### src/rtl/kernel_window_loader.sv
// rtl/kernel_window_loader.sv - fetches a 3x3 pixel window from data memory and publishes it atomically
module kernel_window_loader #(
  parameter int ADDR_W = 18
) (
  input  logic              clk,
  input  logic              rst_n,
  input  logic              start,
  input  logic              flush,
  input  logic [ADDR_W-1:0] base_addr,
  input  logic [ADDR_W-1:0] row_stride,
  output logic              mem_req,
  output logic [ADDR_W-1:0] mem_addr,
  input  logic [7:0]        mem_rdata,
  input  logic              mem_valid,
  output logic [23:0]       cache [0:2],
  output logic              busy,
  output logic              done
);

  typedef enum logic {IDLE = 1'b0, FETCH = 1'b1} state_t;

  state_t            state;
  logic [1:0]        r;
  logic [1:0]        c;
  logic [ADDR_W-1:0] row_base;
  logic [ADDR_W-1:0] stride_q;
  logic [23:0]       shadow [0:2];
  logic [23:0]       row_word;
  logic              last_byte;
  logic [ADDR_W-1:0] next_row_base;

  // Current shadow row with the incoming byte merged into its column slot
  always_comb begin
    row_word = 24'h000000;
    case (r)
      2'd0:    row_word = shadow[0];
      2'd1:    row_word = shadow[1];
      default: row_word = shadow[2];
    endcase
    case (c)
      2'd0:    row_word[23:16] = mem_rdata;
      2'd1:    row_word[15:8]  = mem_rdata;
      default: row_word[7:0]   = mem_rdata;
    endcase
  end

  assign last_byte     = (r == 2'd2) && (c == 2'd2);
  assign next_row_base = row_base + stride_q;

  // Window fetch FSM; the final byte goes straight into cache so done and the new window appear together
  always_ff @(posedge clk or negedge rst_n) begin
    if (!rst_n) begin
      state    <= IDLE;
      mem_req  <= 1'b0;
      mem_addr <= '0;
      busy     <= 1'b0;
      done     <= 1'b0;
      r        <= 2'd0;
      c        <= 2'd0;
      row_base <= '0;
      stride_q <= '0;
      for (int i = 0; i < 3; i++) begin
        shadow[i] <= 24'h000000;
        cache[i]  <= 24'h000000;
      end
    end else begin
      done <= 1'b0;
      case (state)
        IDLE: begin
          if (start && !flush) begin
            state    <= FETCH;
            mem_req  <= 1'b1;
            busy     <= 1'b1;
            mem_addr <= base_addr;
            row_base <= base_addr;
            stride_q <= row_stride;
            r        <= 2'd0;
            c        <= 2'd0;
          end
        end
        FETCH: begin
          if (flush) begin
            // Abort: the partially filled shadow is simply never published
            state   <= IDLE;
            mem_req <= 1'b0;
            busy    <= 1'b0;
          end else if (mem_req && mem_valid) begin
            for (int i = 0; i < 3; i++) begin
              if (r == 2'(i)) shadow[i] <= row_word;
            end
            if (last_byte) begin
              cache[0] <= shadow[0];
              cache[1] <= shadow[1];
              cache[2] <= row_word;
              done     <= 1'b1;
              state    <= IDLE;
              mem_req  <= 1'b0;
              busy     <= 1'b0;
            end else if (c == 2'd2) begin
              // Row addresses accumulate by stride; no multiplier needed
              c        <= 2'd0;
              r        <= r + 2'd1;
              row_base <= next_row_base;
              mem_addr <= next_row_base;
            end else begin
              c        <= c + 2'd1;
              mem_addr <= row_base + ADDR_W'(c + 2'd1);
            end
          end
        end
        default: state <= IDLE;
      endcase
    end
  end

endmodule

### config.mk
export PLATFORM = sky130hd
export DESIGN_NAME = kernel_window_loader
export DESIGN_NICKNAME = d
export VERILOG_FILES = /design/src/rtl/kernel_window_loader.sv
export SDC_FILE = /design/constraint.sdc
export NUM_CORES = 1
export LEC_CHECK = 0
export CORE_ASPECT_RATIO = 0.7
export CORE_UTILIZATION = 48
export DETAILED_ROUTE_END_ITERATION = 10
export PLACE_DENSITY_LB_ADDON = 0.2
export SLEW_MARGIN = 40
export SYNTH_ARGS = -nofsm -noshare
export SYNTH_HDL_FRONTEND = slang
export SYNTH_SLANG_ARGS = --single-unit
### constraint.sdc
create_clock -name clk -period 3.6 [get_ports clk]
set_input_delay 0.72 -clock clk [delete_from_list [all_inputs] [get_ports clk]]
set_output_delay 0.72 -clock clk [all_outputs]
set_load 0.01 [all_outputs]
# Word level (Yosys, flattened, before mapping)
# Index checks and enable logic that the tools add are counted.
# Widths: inputs -> output; s select.
word_totals:
  register_bits: 205
  latchBits: 0
  ramBits: 0
  mem_bits_ro: 0
  elab_cells: 87
  memories: 0
op_classes:
  n_addsub: 5
  n_mul: 0
  div_mod_pow: 0
  magnitude_cmp: 0
  n_eq_ne: 11
  n_shift: 0
  n_mux: 40
  bitwise: 2
  reduce_logical: 15
ops:
  columns: ["operator", "count"]
  rows:
  - ["$mux 18", 9]
  - ["$pmux 18 s2", 2]
  - ["$pmux 24 s2", 1]
  - ["$mux 8", 3]
  - ["$reduce_and 4->1", 5]
  - ["$add 18x18->18", 1]
  - ["$add 18x3->18", 1]
  - ["$mux 2", 9]
  - ["$mux 1", 12]
  - ["$pmux 2 s2", 2]
  - ["$ne 2x2->1 const B", 3]
  - ["$ne 3x2->1 const B", 2]
  - ["$reduce_and 5->1", 1]
  - ["$add 2x1->2 const B", 2]
  - ["$eq 2x1->1 const B", 2]
  - ["$eq 2x2->1 const B", 2]
  - ["$logic_not 2->1", 2]
  - ["$ne 2x1->1 const B", 2]
  - ["$pmux 1 s2", 2]
  - ["$add 2x1->3 const B", 1]
  - ["$logic_and 1x1->1", 3]
  - ["$reduce_and 3->1", 1]
  - ["$not 1->1", 2]
  - ["$reduce_and 2->1", 1]
  - ["other kinds (2)", 2]

# Logic depth before layout (Yosys ltp)
# Gate-level depths: netlist of the first run.
logic_depth:
  ltp_word: 7
  mapped_depth: 9

# Worst setup path after synthesis of the first run
# No wires, ideal clock.
synth_path:
  path_type: "register -> register"
  start: "register row_base[0]"
  end: "register mem_addr[12]"
  setup_ps: 135
  t_arrival_ps: 2174
  required_ps: 3465
  path_slack_ps: 1291
  path_stages_with_launch: 9
  period_less_slack_ps: 2309
  cell_sequence: "dfrtp_1 -> ha_1 -> fa_1 -> a21oi_1 -> o211ai_1 -> and2_1 -> or3_1 -> a211oi_1 -> nor4_1"
synth_between:
  elab_chain_cells: 6
  elab_cells_between_ends: 7
  cone_classes: "add/sub (2); mux (5)"
synth_lines:
  columns: ["element", "line", "source"]
  rows:
  - ["start: declaration", "25", "logic [ADDR_W-1:0] row_base;"]
  - ["start signal: assignment", "75", "row_base <= base_addr;"]
  - ["start signal: assignment", "103", "row_base <= next_row_base;"]
  - ["$add 18x3->18 / $add 18x18->18 (equally long branches)", "107, 48", null]
  - ["$mux 18 *", "99", "end else if (c == 2'd2) begin"]
  - ["$mux 18 *", "91", "if (last_byte) begin"]
  - ["$mux 18 *", "87", "end else if (mem_req && mem_valid) begin"]
  - ["$mux 18 *", "82", "if (flush) begin"]
  - ["$pmux 18 s2 *", "68", "case (state)"]
  - ["end signal: assignment", "74", "mem_addr <= base_addr;"]
  - ["end signal: assignment", "104", "mem_addr <= next_row_base;"]
  - ["end signal: assignment", "107", "mem_addr <= row_base + ADDR_W'(c + 2'd1);"]
  - ["end: declaration", "12", "output logic [ADDR_W-1:0] mem_addr,"]
# Mark *: on every way between the ends. The rest lies on a longest branch, timed or not. The select of a mux whose other input is x is not followed.
# A chain may end at the register's enable or synchronous reset.

# Final worst setup path of the first run
# Ends and elaborated chain as after synthesis.

==> flow_metrics.env, run 1 <==
export IMPL_cts_resized=0
export IMPL_fp_dieW_um=174.4
export IMPL_syn_inst=1051
export IMPL_synth_area_per_cell_um2=9.504
export IMPL_drive_above_1_share_pct=11.26
export IMPL_place_congestion=0.9587
export IMPL_fin_area_mm2=0.01243
export IMPL_power_w=0.007846
export IMPL_p_leak_nw=5.797
export IMPL_critical_path_depth=8
export IMPL_r2r_cells=8
export IMPL_clk_path_buf_depth=3
export IMPL_synth_top_cell_by_area="dfrtp_1"
export IMPL_tns_ns=0
export IMPL_grt_usage_pct=25.21
export IMPL_synth_seq_cells=205
export IMPL_syn_nets=1124
export IMPL_outcome="completed"
export IMPL_grt_start_max_net_pins=76
export IMPL_grt_pass1_wl_um=42480
export IMPL_path_max_fanout=5
export IMPL_start_util_pct=49.77
export IMPL_area_delta_synth_final_pct=24.44
export IMPL_max_stage_delay_ns=0.41
export IMPL_ys_warnings_count=0
export IMPL_min_period_ns=2.717
export IMPL_hold_class="input pin to async pin"
export IMPL_synthesis_area_mm2=0.009988
export IMPL_fin_ws_ns=0.8834
export IMPL_rrSetupSlack_ns=0.88
export IMPL_yosys_top_cells_area="dfrtp_1 (51%), nand2_1 (12%), mux2_2 (7.3%)"
export IMPL_path_delay_family="compound AO/OA/AOI/OAI gates"
export IMPL_cts_setup_buffers=0
export IMPL_cts_hold_buf=0
export IMPL_finalClockSkew_ns=0.01472
export IMPL_slowest_stage="dfrtp_1"
export IMPL_crit_chain="ha_1, fa_1, a21oi_1, o211ai_1, and2_1, or3_1, a211oi_1, nor4_1"
export IMPL_endpoint_kind="flip-flop"
export IMPL_max_cap_violations=0
export IMPL_synth_edf_count=0
export IMPL_worst_ep_arrival_time_ns=3.08
export IMPL_async_reset_ff_share_pct=100.0
export IMPL_wl_per_cell_um=18.24
export IMPL_dp_hpwl_um=18730
export IMPL_setup_viol=0
export IMPL_r2r_end="mem_addr[12]$_DFFE_PN0P_"
export IMPL_cts_tree="yes"
export IMPL_die_h_um=122.7
export IMPL_finalNetCount=1259
export IMPL_row_count=43
export IMPL_r2r_start="row_base[0]$_DFFE_PN0P_"
export IMPL_ys_seq_area_share_pct=51.36
export IMPL_clk_latency_ns=0.49
export IMPL_irDropWorstVdd_mv=0.3688
export IMPL_diodes=0
export IMPL_multiInputGateArea_mm2=0.004576
export IMPL_routed_wl_um=26790
export IMPL_regArea_mm2=0.005130
export IMPL_cts_buffers=21
export IMPL_drc_errors=0
export IMPL_start_kind="flip-flop"
export IMPL_via_count=8163
export IMPL_die_area_mm2=0.02140
export IMPL_yosysUniqueCellTypes=62
export IMPL_grt_pass1_vias=7780
export IMPL_yosys_area_top_type_share_pct=51.36
export IMPL_final_cell_mix="nand2_1 (311), dfrtp_1 (205), clkdlybuf4s50_1 (140)"
export IMPL_layout_commonest_cell="nand2_1"
export IMPL_drt_iter0_drc=671
export IMPL_vias_per_cell=5.557
export IMPL_finalMaxSlewViolations=0
export IMPL_place_area_mm2=0.01173
export IMPL_rsz0062_at_grt="no"
export IMPL_gr_total_overflow=0
export IMPL_p_per_area_mw_per_mm2=631.3
export IMPL_ant_nets=0
export IMPL_cts_sinks=205
export IMPL_ys_flop_type="dfrtp_1"
export IMPL_io_buffers=141
export IMPL_coreArea_mm2=0.02007
export IMPL_dp_worst_setup_slack_ns=0.4912
export IMPL_finalHoldViolations=0
export IMPL_cp_required_ns=3.97
export IMPL_drtPass1Iterations=5
export IMPL_antenna_found_initial=0
export IMPL_top_level_ports=142
export IMPL_cts_clk_slew_worst_paths_ns=0.06
export IMPL_htreeDepth=1
export IMPL_tightest_slew_ns=0.7262
export IMPL_fin_crit_sh_pct=75.46
export IMPL_path_class="flip-flop to flip-flop"
export IMPL_fillers=1746
export IMPL_root_buffer="clkbuf_16"
export IMPL_slew_headroom_pct=51.59
export IMPL_max_freq_mhz=368.1
export IMPL_crit_buf_inv=0
export IMPL_hold_ws_ns=0.2533
cell usage after synthesis, types with 3 or more instances:
| cell | count |
|---|---|
| a21o_1 | 5 |
| a21oi_1 | 47 |
| a22oi_1 | 27 |
| a31oi_1 | 23 |
| and2_1 | 4 |
| and3_1 | 3 |
| and4_1 | 4 |
| buf_1 | 4 |
| buf_2 | 15 |
| clkbuf_1 | 34 |
| dfrtp_1 | 205 |
| ha_1 | 22 |
| inv_1 | 14 |
| mux2_2 | 65 |
| mux2i_1 | 11 |
| nand2_1 | 311 |
| nand3_1 | 13 |
| nand4_1 | 9 |
| nor2_1 | 55 |
| nor2b_1 | 4 |
| nor3_1 | 9 |
| o211ai_1 | 12 |
| o21a_1 | 6 |
| o21ai_0 | 53 |
| o22ai_1 | 17 |
| o31ai_1 | 3 |
| or3_1 | 5 |
| xnor2_1 | 9 |
| xor2_1 | 16 |
cell families after synthesis:
family                     count (synthesis)  synth area share [%]
adders and majority gates                 24                 3.157
muxes                                     76                 8.430
AOI/OAI and AO/OA                        219                 13.93
and+or+nand+nor                          432                 17.96
DFF                                      205                 51.36
xor gates and xnor gates                  25                 2.192
buffers and inverters                     70                 2.969
layer usage:
| layer | track usage [%] | vias to the layer above | share of wire (%) | routed length (µm) |
|---|---|---|---|---|
| met4 | 4.496 | 0 | 1.5 | 391 |
| met3 | 5.050 | 34 | 7.3 | 1944 |
| li1 | - | 3925 | - | - |
| met2 | 36.28 | 264 | 41 | 10990 |
| met1 | 39.25 | 3940 | 50 | 13460 |
| met5 | 0 | - | 0 | 0 |
worst max-delay path by stage:
stage,from,to,slack (ns)
4_1_cts,row_base[0]$_DFFE_PN0P_,mem_addr[12]$_DFFE_PN0P_,0.91
2_1_floorplan,row_base[0]$_DFFE_PN0P_,mem_addr[12]$_DFFE_PN0P_,1.29
5_1_grt,row_base[0]$_DFFE_PN0P_,mem_addr[12]$_DFFE_PN0P_,0.79
3_3_place_gp,flush,row_base[17]$_DFFE_PN0P_,0.55
3_5_place_dp,flush,row_base[17]$_DFFE_PN0P_,0.49
6_report,row_base[0]$_DFFE_PN0P_,mem_addr[12]$_DFFE_PN0P_,0.88
metrics by stage:
step / utilization (%) / instances
CTS: 61.94 / 1469
finish: 61.94 / 1469
global route: 61.94 / 1469
detailed placement: 58.43 / 1433
global placement: 58.43 / 1433
floorplan: - / 1051
area by class of cell:
type                    instances  share of cell area (%)
inverters                      14                  0.4228
clock inverters                 6                  0.6745
clock buffers                  30                   4.983
repair buffers                168                   13.12
multi-input cells             776                   36.81
flip-flops and latches        205                   41.27
well taps                     270                   2.718
flip-flops by register name, indices dropped and copies added, names as in the netlist:
name      count
busy          1
c             2
cache        72
done          1
mem_addr     18
r             2
row_base     18
shadow       72
state         1
stride_q     18
worst reg2reg max path, stage by stage (launching register included):
cell and delay (ns):
dfrtp_1 0.41, ha_1 0.24, fa_1 0.41, a21oi_1 0.25
o211ai_1 0.28, and2_1 0.29, or3_1 0.33, a211oi_1 0.30
nor4_1 0.10
where the power goes:
| group | leakage [nW] | switching, W | total, W | internal, W |
|---|---|---|---|---|
| Clock | 0.350 | 0.000893 | 0.00223 | 0.00134 |
| Sequential | 2.73 | 0.000381 | 0.00310 | 0.00272 |
| Combinational | 2.72 | 0.00147 | 0.00252 | 0.00105 |
| Total | 5.80 | 0.00274 | 0.00785 | 0.00510 |
Power figures use the tool's default switching activity.
==> run 2, diff against run 1 <==
==> constraint.sdc (replaced) <==
create_clock -name clk -period 2.6 [get_ports clk]
set_input_delay 0.52 -clock clk [delete_from_list [all_inputs] [get_ports clk]]
set_output_delay 0.52 -clock clk [all_outputs]
set_load 0.01 [all_outputs]
==> run 2 against run 1 <==
Effect of this change: the run now ends with hold timing left; sequential share of layout area shrank 0.92 points; largest cell class unchanged; first-iteration DRC count grew 7.6%; power increased by 39%; clock power up 35%; critical path type unchanged; count of clock-buffer cells in the layout increased by 4.
==> flow_metrics.env, run 2 (synthesis results as in run 1) <==
export IMPL_top_level_ports=142
export IMPL_grt_pass1_vias=7952
export IMPL_finish_utilization_pct=63.35
export IMPL_final_cell_mix="nand2_1 (311), dfrtp_1 (205), clkdlybuf4s50_1 (140)"
export IMPL_htreeDepth=1
export IMPL_gr_usage_met2_pct=36.25
export IMPL_setup_viol=0
export IMPL_slew_headroom_pct=54.82
export IMPL_area_delta_synth_final_pct=27.28
export IMPL_max_freq_mhz=392.4
export IMPL_antenna_found_initial=0
export IMPL_use_met1_pct=41.61
export IMPL_clk_latency_ns=0.49
export IMPL_fin_crit_sh_pct=98.03
export IMPL_max_stage_delay_ns=0.41
export IMPL_irDropWorstVdd_mv=0.4979
export IMPL_r2r_start="row_base[0]$_DFFE_PN0P_"
export IMPL_rsz0062_at_grt="no"
export IMPL_drive_above_1_share_pct=13.18
export IMPL_slowest_stage="fa_1"
export IMPL_drtPass1Iterations=5
export IMPL_crit_chain="ha_1, fa_1, a21oi_2, o211ai_1, and2_1, buf_4, o21ai_0, a211oi_2, nor4_1"
export IMPL_path_class="flip-flop to flip-flop"
export IMPL_violations="hold timing"
export IMPL_coreArea_mm2=0.02007
export IMPL_finalHoldViolations=9
export IMPL_grt_start_max_net_pins=58
export IMPL_r2r_end="mem_addr[12]$_DFFE_PN0P_"
export IMPL_drt_iter0_drc=722
export IMPL_gr_total_overflow=0
export IMPL_min_period_ns=2.549
export IMPL_use_met3_pct=4.523
export IMPL_cts_tree="yes"
export IMPL_start_util_pct=49.77
export IMPL_rrSetupSlack_ns=0.05
export IMPL_layout_commonest_cell="nand2_1"
export IMPL_grt_busiest_layer="met1"
export IMPL_p_per_area_mw_per_mm2=858.8
export IMPL_hold_class="input pin to async pin"
export IMPL_max_cap_violations=0
export IMPL_cts_clk_slew_worst_paths_ns=0.06
export IMPL_wl_per_cell_um=18.17
export IMPL_clk_path_buf_depth=3
export IMPL_worst_ep_arrival_time_ns=2.93
export IMPL_die_area_mm2=0.02140
export IMPL_cts_hold_buf=0
export IMPL_diodes=0
export IMPL_vias_per_cell=5.590
export IMPL_path_max_fanout=4
export IMPL_largestRegisters="cache: 72 flops, shadow: 72 flops"
export IMPL_cp_required_ns=2.98
export IMPL_finalMaxSlewViolations=0
export IMPL_finalNetCount=1288
export IMPL_cts_buffers=20
export IMPL_tns_ns=0
export IMPL_ant_nets=0
export IMPL_finalClockSkew_ns=0.01284
export IMPL_via_count=8380
export IMPL_hold_ws_ns=-0.007713
export IMPL_endpoint_kind="flip-flop"
export IMPL_row_count=43
export IMPL_io_buffers=141
export IMPL_fin_ws_ns=0.05129
export IMPL_grt_pass1_wl_um=43680
export IMPL_place_congestion=0.9637
export IMPL_dp_hpwl_um=19110
export IMPL_drc_errors=0
export IMPL_routed_wl_um=27230
export IMPL_outcome="finished, violations left"
export IMPL_tightest_slew_ns=0.6777
export IMPL_root_buffer="clkbuf_16"
export IMPL_grt_usage_pct=25.95
export IMPL_die_h_um=122.7
export IMPL_start_kind="flip-flop"
export IMPL_p_leak_nw=5.951
export IMPL_cts_sinks=205
export IMPL_r2r_cells=9
export IMPL_fp_dieW_um=174.4
export IMPL_dp_worst_setup_slack_ns=0.003944
## run 2: worst max-delay path by stage
stage / from / to / slack (ns) / depth (start not counted)
after floorplan: row_base[0]$_DFFE_PN0P_ / mem_addr[12]$_DFFE_PN0P_ / 0.29 / 8
after global placement: mem_valid / row_base[17]$_DFFE_PN0P_ / 0.05 / 8
after detailed placement: mem_valid / row_base[17]$_DFFE_PN0P_ / 0.004 / 8
after CTS: row_base[0]$_DFFE_PN0P_ / mem_addr[12]$_DFFE_PN0P_ / 0.04 / 8
after global routing: row_base[0]$_DFFE_PN0P_ / mem_addr[12]$_DFFE_PN0P_ / 0.006 / 9
final: row_base[0]$_DFFE_PN0P_ / mem_addr[12]$_DFFE_PN0P_ / 0.05 / 9
## run 2: report_power, final
| group | switching, W | internal [W] | total [W] |
|---|---|---|---|
| combinational | 0.00210 | 0.00158 | 0.00368 |
| sequential | 0.000460 | 0.00376 | 0.00422 |
| clock | 0.00121 | 0.00180 | 0.00301 |
| total | 0.00378 | 0.00714 | 0.0109 |
## run 2: what timing repair did
| action | in CTS | in global routing |
|---|---|---|
| gates resized for setup | 0 | 3 |
| setup endpoints to repair | 0 | 4 |
| buffers inserted | 0 | 0 |
## run 2: worst max-delay path: cells and delay by family (launching register included)
kind	cells	cell delay [ns]
and+or+nand+nor	2	0.53
buffers and inverters	1	0.14
DFF	1	0.39
adders and majority gates	2	0.64
AOI/OAI and AO/OA	4	0.73
## run 2: layout make-up
type	instances	area [µm²]
Tap cell	270	337.8
Inverter	14	52.55
Timing Repair Buffer	198	1931
Fill cell	1674	7355
Clock buffer	34	614.3
Sequential cell	205	5130
Clock inverter	2	60.06
Multi-Input combinational cell	776	4588
## run 2: metal layers
metal / vias to the layer above / share of wire, %
met3: 33 / 7.4
met1: 4097 / 50
met5: - / 0
li1: 3978 / -
met4: 0 / 1.5
met2: 272 / 41
## run 2: through the flow
stage                     instance area (µm²)  total power, W  cells
after floorplan                          9988        0.006493   1051
after global placement                  12030        0.007796   1463
after detailed placement                12030        0.007871   1463
after CTS                               12700         0.01092   1499
after global routing                    12710         0.01156   1499
final                                   12710         0.01092   1499
==> RTL edit 1 (config.mk and constraints of run 2) <==
Put one more register stage on the output `mem_addr`, with the module's reset. The value now appears one clock later. The other outputs are not delayed to match.
--- a/src/rtl/kernel_window_loader.sv
+++ b/src/rtl/kernel_window_loader.sv
@@ -18,6 +18,8 @@
 );
 
   typedef enum logic {IDLE = 1'b0, FETCH = 1'b1} state_t;
+
+  logic [ADDR_W-1:0] mem_addr_s0;
 
   state_t            state;
   logic [1:0]        r;
@@ -52,7 +54,7 @@
     if (!rst_n) begin
       state    <= IDLE;
       mem_req  <= 1'b0;
-      mem_addr <= '0;
+      mem_addr_s0 <= '0;
       busy     <= 1'b0;
       done     <= 1'b0;
       r        <= 2'd0;
@@ -71,7 +73,7 @@
             state    <= FETCH;
             mem_req  <= 1'b1;
             busy     <= 1'b1;
-            mem_addr <= base_addr;
+            mem_addr_s0 <= base_addr;
             row_base <= base_addr;
             stride_q <= row_stride;
             r        <= 2'd0;
@@ -101,10 +103,10 @@
               c        <= 2'd0;
               r        <= r + 2'd1;
               row_base <= next_row_base;
-              mem_addr <= next_row_base;
+              mem_addr_s0 <= next_row_base;
             end else begin
               c        <= c + 2'd1;
-              mem_addr <= row_base + ADDR_W'(c + 2'd1);
+              mem_addr_s0 <= row_base + ADDR_W'(c + 2'd1);
             end
           end
         end
@@ -113,5 +115,13 @@
     end
   end
 
+  always_ff @(posedge clk or negedge rst_n) begin
+    if (!rst_n) begin
+      mem_addr <= '0;
+    end else begin
+      mem_addr <= mem_addr_s0;
+    end
+  end
+
 endmodule
 
Check against the original RTL: not equivalent (a bounded check fails within 4 cycles, from zero or initial values and one cycle with rst_n low).
==> RTL edit 1 against run 2 <==
- sequential cell count grew 18
- synthesized area rose by 4.2%
- setup slack gained 0.062 ns
- clock skew increased by 0.0065 ns
- power decreased by 5.4%
- routed wire length down 1.1%
- sequential power grew 2%
- combinational power decreased by 27%
- critical path depth rose by 1
- final area up 3.0%
==> RTL edit 1: results (changes against run 2) <==
* Area growth syn-to-layout at 25.81%
* First-pass GRT wire length at 43.75 mm (+0.14%)
* Syn nets at 1,147 (+2.0%)
* Post-DP HPWL at 18.86 mm (-1.3%)
* Vias in the first global route at 7,990 (+0.48%)
* Comb. pwr at 0.00269 W (-27%)
* Largest cells by area after synthesis: dfrtp_1 54%, nand2_1 13%, mux2_2 5.2%, o21ai_0 2.9%, ha_1 2.6%
* Leakage at 6.185 nW (+3.9%)
* TritonCTS Sinks at 223 (+8.8%)
* Avg Cell Area, Syn at 9.692 sq um (+2.0%)
* Routed len/inst at 17.80 um (-2.0%)
* M3 GR Usage at 0.04380 (-0.001434)
* Seq/total area at 0.4261 (+0.02264)
* Routability Congestion at 0.9617 (-0.21%)
* Crit path capture: mem_addr_s0[10]$_DFFE_PN0P_
* Fmax at 402.1 MHz (+2.5%)
* FILL cells at 1,793 (+7.1%)
* Placed cell areas at 0.01234 sq mm (+2.6%)
* Status: completed
* DR vias at 8,295 (-1.0%)
* Gr usage total at 0.2501 (-0.009389)
* Worst slew pin tran at 0.5442 ns (-0.1335 ns)
* M1 WL at 13.88 mm (+2.0%)
* Largest net degree at the start of global routing at 81 (+40%)
* CLK BUF at 33 (-2.9%)
* Worst-path fanout max at 3 (-1)
* Placed instance count at 1,474 (+0.75%)
* WL met3 at 1.677 mm (-17%)
* FF-to-FF setup slack at 0.11 ns (+0.06 ns)
* Inverter count at 18 (+4)
* Number of distinct library cells after synthesis at 66 (+6.5%)
* # hold bufs at CTS at 1 (+1)
* Place WS at 0.06911 ns (+0.06516 ns)
* Nets at 1,296 (+0.62%)
* Buffering overhead at 0.1395 (-0.01236)
* Net Sw Frac at 0.3044 (-0.04152)
* Share of cells above drive strength 1 at 0.1252 (-0.006613)
* Most frequent cells after synthesis: 349 x nand2_1, 223 x dfrtp_1, 60 x o21ai_0
* Worst Reg-to-Reg Cells at 10 (+1)
* Routed Wire Length at 26.94 mm (-1.1%)
* Fraction of area in multi-input gates at 0.3457 (-0.01520)
* Cell Pwr Density at 789.0 mW/mm^2 (-8.1%)
* Hold Crit Class: register to register
* Clk_lat worst skew at 0.51 ns (+0.02 ns)
* Clock-cell share of area at 0.05714 (+0.004091)
==> RTL edit 1: cell count changes in the layout (fill, tap and decap cells not counted), sizes merged, moves of 7 or more <==
cell	before	now
o21ai	55	64
mux2	65	49
dfrtp	205	223
nor2	55	47
o22ai	17	10
nand2	312	353
a21o	5	14
buf	57	41
a21oi	49	31
xnor2	9	19
==> RTL edit 1: worst min path at each step <==
| stage | from | endpoint | slack (ns) | cells past startpoint |
|---|---|---|---|---|
| floorplan | rst_n | busy$_DFFE_PN0P_ | 0.22 | 0 |
| CTS | mem_addr_s0[8]$_DFFE_PN0P_ | mem_addr[8]$_DFF_PN0_ | 0.38 | 0 |
| detailed placement | mem_addr_s0[8]$_DFFE_PN0P_ | mem_addr[8]$_DFF_PN0_ | 0.37 | 0 |
| global placement | mem_addr_s0[5]$_DFFE_PN0P_ | mem_addr[5]$_DFF_PN0_ | 0.36 | 0 |
| finish | mem_addr_s0[5]$_DFFE_PN0P_ | mem_addr[5]$_DFF_PN0_ | 0.38 | 0 |
| global route | mem_addr_s0[8]$_DFFE_PN0P_ | mem_addr[8]$_DFF_PN0_ | 0.39 | 0 |
==> RTL edit 1: cells by family (layout without fill, tap and decap cells) <==
logic type | Yosys count | in the layout | synth area share
compound gates | 210 | 210 | 0.1358
xor+xnor | 29 | 29 | 0.02440
fa+ha+maj | 24 | 24 | 0.03029
buf+inv | 75 | 239 | 0.02993
flops | 223 | 223 | 0.5361
mux | 61 | 61 | 0.06455
simple gates | 452 | 452 | 0.1789
==> RTL edit 1: critical path: stages (launching register included) <==
cell	delay, ns
dfrtp_1	0.40
ha_1	0.23
fa_1	0.40
a21o_1	0.20
a21oi_2	0.20
o211ai_2	0.14
a41oi_1	0.28
xnor2_1	0.15
o22a_1	0.16
o21ai_0	0.07
o21ai_0	0.16
==> RTL edit 2 (flow settings as in run 2) <==
Made on the original files. The parameter `ADDR_W` goes from 18 to 22.
--- a/src/rtl/kernel_window_loader.sv
+++ b/src/rtl/kernel_window_loader.sv
@@ -1,6 +1,6 @@
 // rtl/kernel_window_loader.sv - fetches a 3x3 pixel window from data memory and publishes it atomically
 module kernel_window_loader #(
-  parameter int ADDR_W = 18
+  parameter int ADDR_W = 22
 ) (
   input  logic              clk,
   input  logic              rst_n,
Interface: changed (resized base_addr, mem_addr and row_stride); port bits go from 142 to 154. The function was not compared with the original's and may differ.
==> RTL edit 2 against run 2 <==
- power increased by 20%
- sequential cell count increased by 12
- first-iteration DRC count decreased by 10%
- global-route usage increased by 0.27 points
- fmax increased by 1.5%
- setup slack improved by 0.039 ns
- synthesized area increased by 8.8%
- via count increased by 5.6%
- final area increased by 8.0%
- core utilization decreased by 0.82 points
- clock power increased by 5%
- routed wire length increased by 9.0%
- critical endpoint is now mem_addr[21]$_DFFE_PN0P_
- largest cell class unchanged
- largest power group is now combinational cells
==> RTL edit 2: results (changes against run 2) <==
* Post-synthesis compound-gate area fraction at 0.1441 (+0.004779)
* Largest net degree at the start of global routing at 74 (+28%)
* H-tree Lvls at 1 (unchanged)
* WP buf/inv at 2 (+1)
* Int Pwr at 0.008224 W (+15%)
* Clock skew at 0.01016 ns (-0.002681 ns)
* Clk power at 0.00317 W (+5%)
* Synth Area in XOR/XNOR at 0.03063 (+0.008713)
* Gr usage total at 0.2622 (+0.002675)
* Adder-cell share of the synthesized area at 0.03363 (+0.002062)
* Status: completed
* First-pass GRT wire length at 47.93 mm (+9.7%)
* FF-to-FF setup slack at 0.09 ns (+0.04 ns)
* DRT iter0 DRCs at 648 (-10%)
* Leakage at 6.261 nW (+5.2%)
* Worst hold slack at 0.01788 ns (+0.02560 ns)
* Mux contribution to synthesized area at 0.1039 (+0.01958)
* DR vias at 8,849 (+5.6%)
* Share of cells above drive strength 1 at 0.1620 (+0.03016)
* Largest cells by area after synthesis: dfrtp_1 50%, nand2_1 9.3%, mux2_2 8.9%, o21ai_0 3.2%, ha_1 3.0%
* Syn. warnings at 0 (unchanged)
* Worst Reg-to-Reg Cells at 10 (+1)
* Routability Congestion at 0.9074 (-5.8%)
* Max VDD drop at 0.5166 mV (+3.8%)
* # Post-CTS Setup Buffers at 0 (unchanged)
* Routed len/inst at 19.04 um (+4.8%)
* Critical path's top delay family: simple AND/OR/NAND/NOR gates
* Post-DP HPWL at 20.78 mm (+8.7%)
* Port bufs at 153 (+8.5%)
* Worst-path fanout max at 4 (unchanged)
* Reg2reg start: row_base[1]$_DFFE_PN0P_
* Slew Limit Headroom at 0.5279 (-0.02031)
* Vias in the first global route at 8,489 (+6.8%)
* Number of distinct library cells after synthesis at 74 (+19%)
* Cts bufs inserted at 21 (+5.0%)
* Sequential share of the synthesized area at 0.4998 (-0.01376)
* Nets at 1,349 (+4.7%)
* CP max stage delay at 0.40 ns
* CTS resizes at 2 (+2)
* Syn nets at 1,184 (+5.3%)
* Clock power frac at 0.241 (-0.035)
* Crit-path slowest cell: dfrtp_1
* Reg2reg end: mem_addr[21]$_DFFE_PN0P_
* Crit path DAT at 2.89 ns (-0.04 ns)
* Most frequent cells after synthesis: 270 x nand2_1, 217 x dfrtp_1, 86 x mux2_2
* Seq. pwr at 0.00460 W (+9.0%)
* FILL cells at 1,839 (+9.9%)
-- RTL edit 2: how the worst max path moves through the flow --
| stage | startpoint | end | slack [ns] | cells past startpoint |
|---|---|---|---|---|
| after floorplan | row_base[0]$_DFFE_PN0P_ | mem_addr[8]$_DFFE_PN0P_ | 0.22 | 9 |
| after global placement | row_base[0]$_DFFE_PN0P_ | mem_addr[8]$_DFFE_PN0P_ | 0.06 | 9 |
| after detailed placement | row_base[0]$_DFFE_PN0P_ | mem_addr[10]$_DFFE_PN0P_ | -0.01 | 9 |
| after CTS | row_base[0]$_DFFE_PN0P_ | mem_addr[8]$_DFFE_PN0P_ | 0.005 | 9 |
| after global routing | row_base[1]$_DFFE_PN0P_ | mem_addr[21]$_DFFE_PN0P_ | -0.02 | 10 |
| final | row_base[1]$_DFFE_PN0P_ | mem_addr[21]$_DFFE_PN0P_ | 0.09 | 10 |
-- RTL edit 2: through the flow --
step                std cells  setup TNS, ns  setup WS (ns)  instance area, sq um
CTS                      1559              0       0.004713                 13680
global placement         1522              0        0.05550                 12960
detailed placement       1522       -0.02812       -0.01428                 12960
global route             1560       -0.02653       -0.02061                 13730
finish                   1560              0        0.09010                 13730
floorplan                1099              0         0.2175                 10860
-- RTL edit 2: layout make-up --
cell class	instances	area, sq um	area share
Clock inverter	9	108.9	0.007927
Inverter	9	33.78	0.002460
Tap cell	282	352.8	0.02569
Sequential cell	217	5430	0.3954
Multi-Input combinational cell	809	5182	0.3774
Timing Repair Buffer	206	2022	0.1472
Clock buffer	28	601.8	0.04383
-- RTL edit 2: layer usage --
layer	GRT usage	routed length [um]	up-vias	part of all wire
met3	0.04943	2315	36	0.078
met2	0.3620	11770	307	0.40
met5	0	0	-	0
met1	0.4220	15180	4334	0.51
li1	-	-	4172	-
met4	0.05035	436	0	0.015
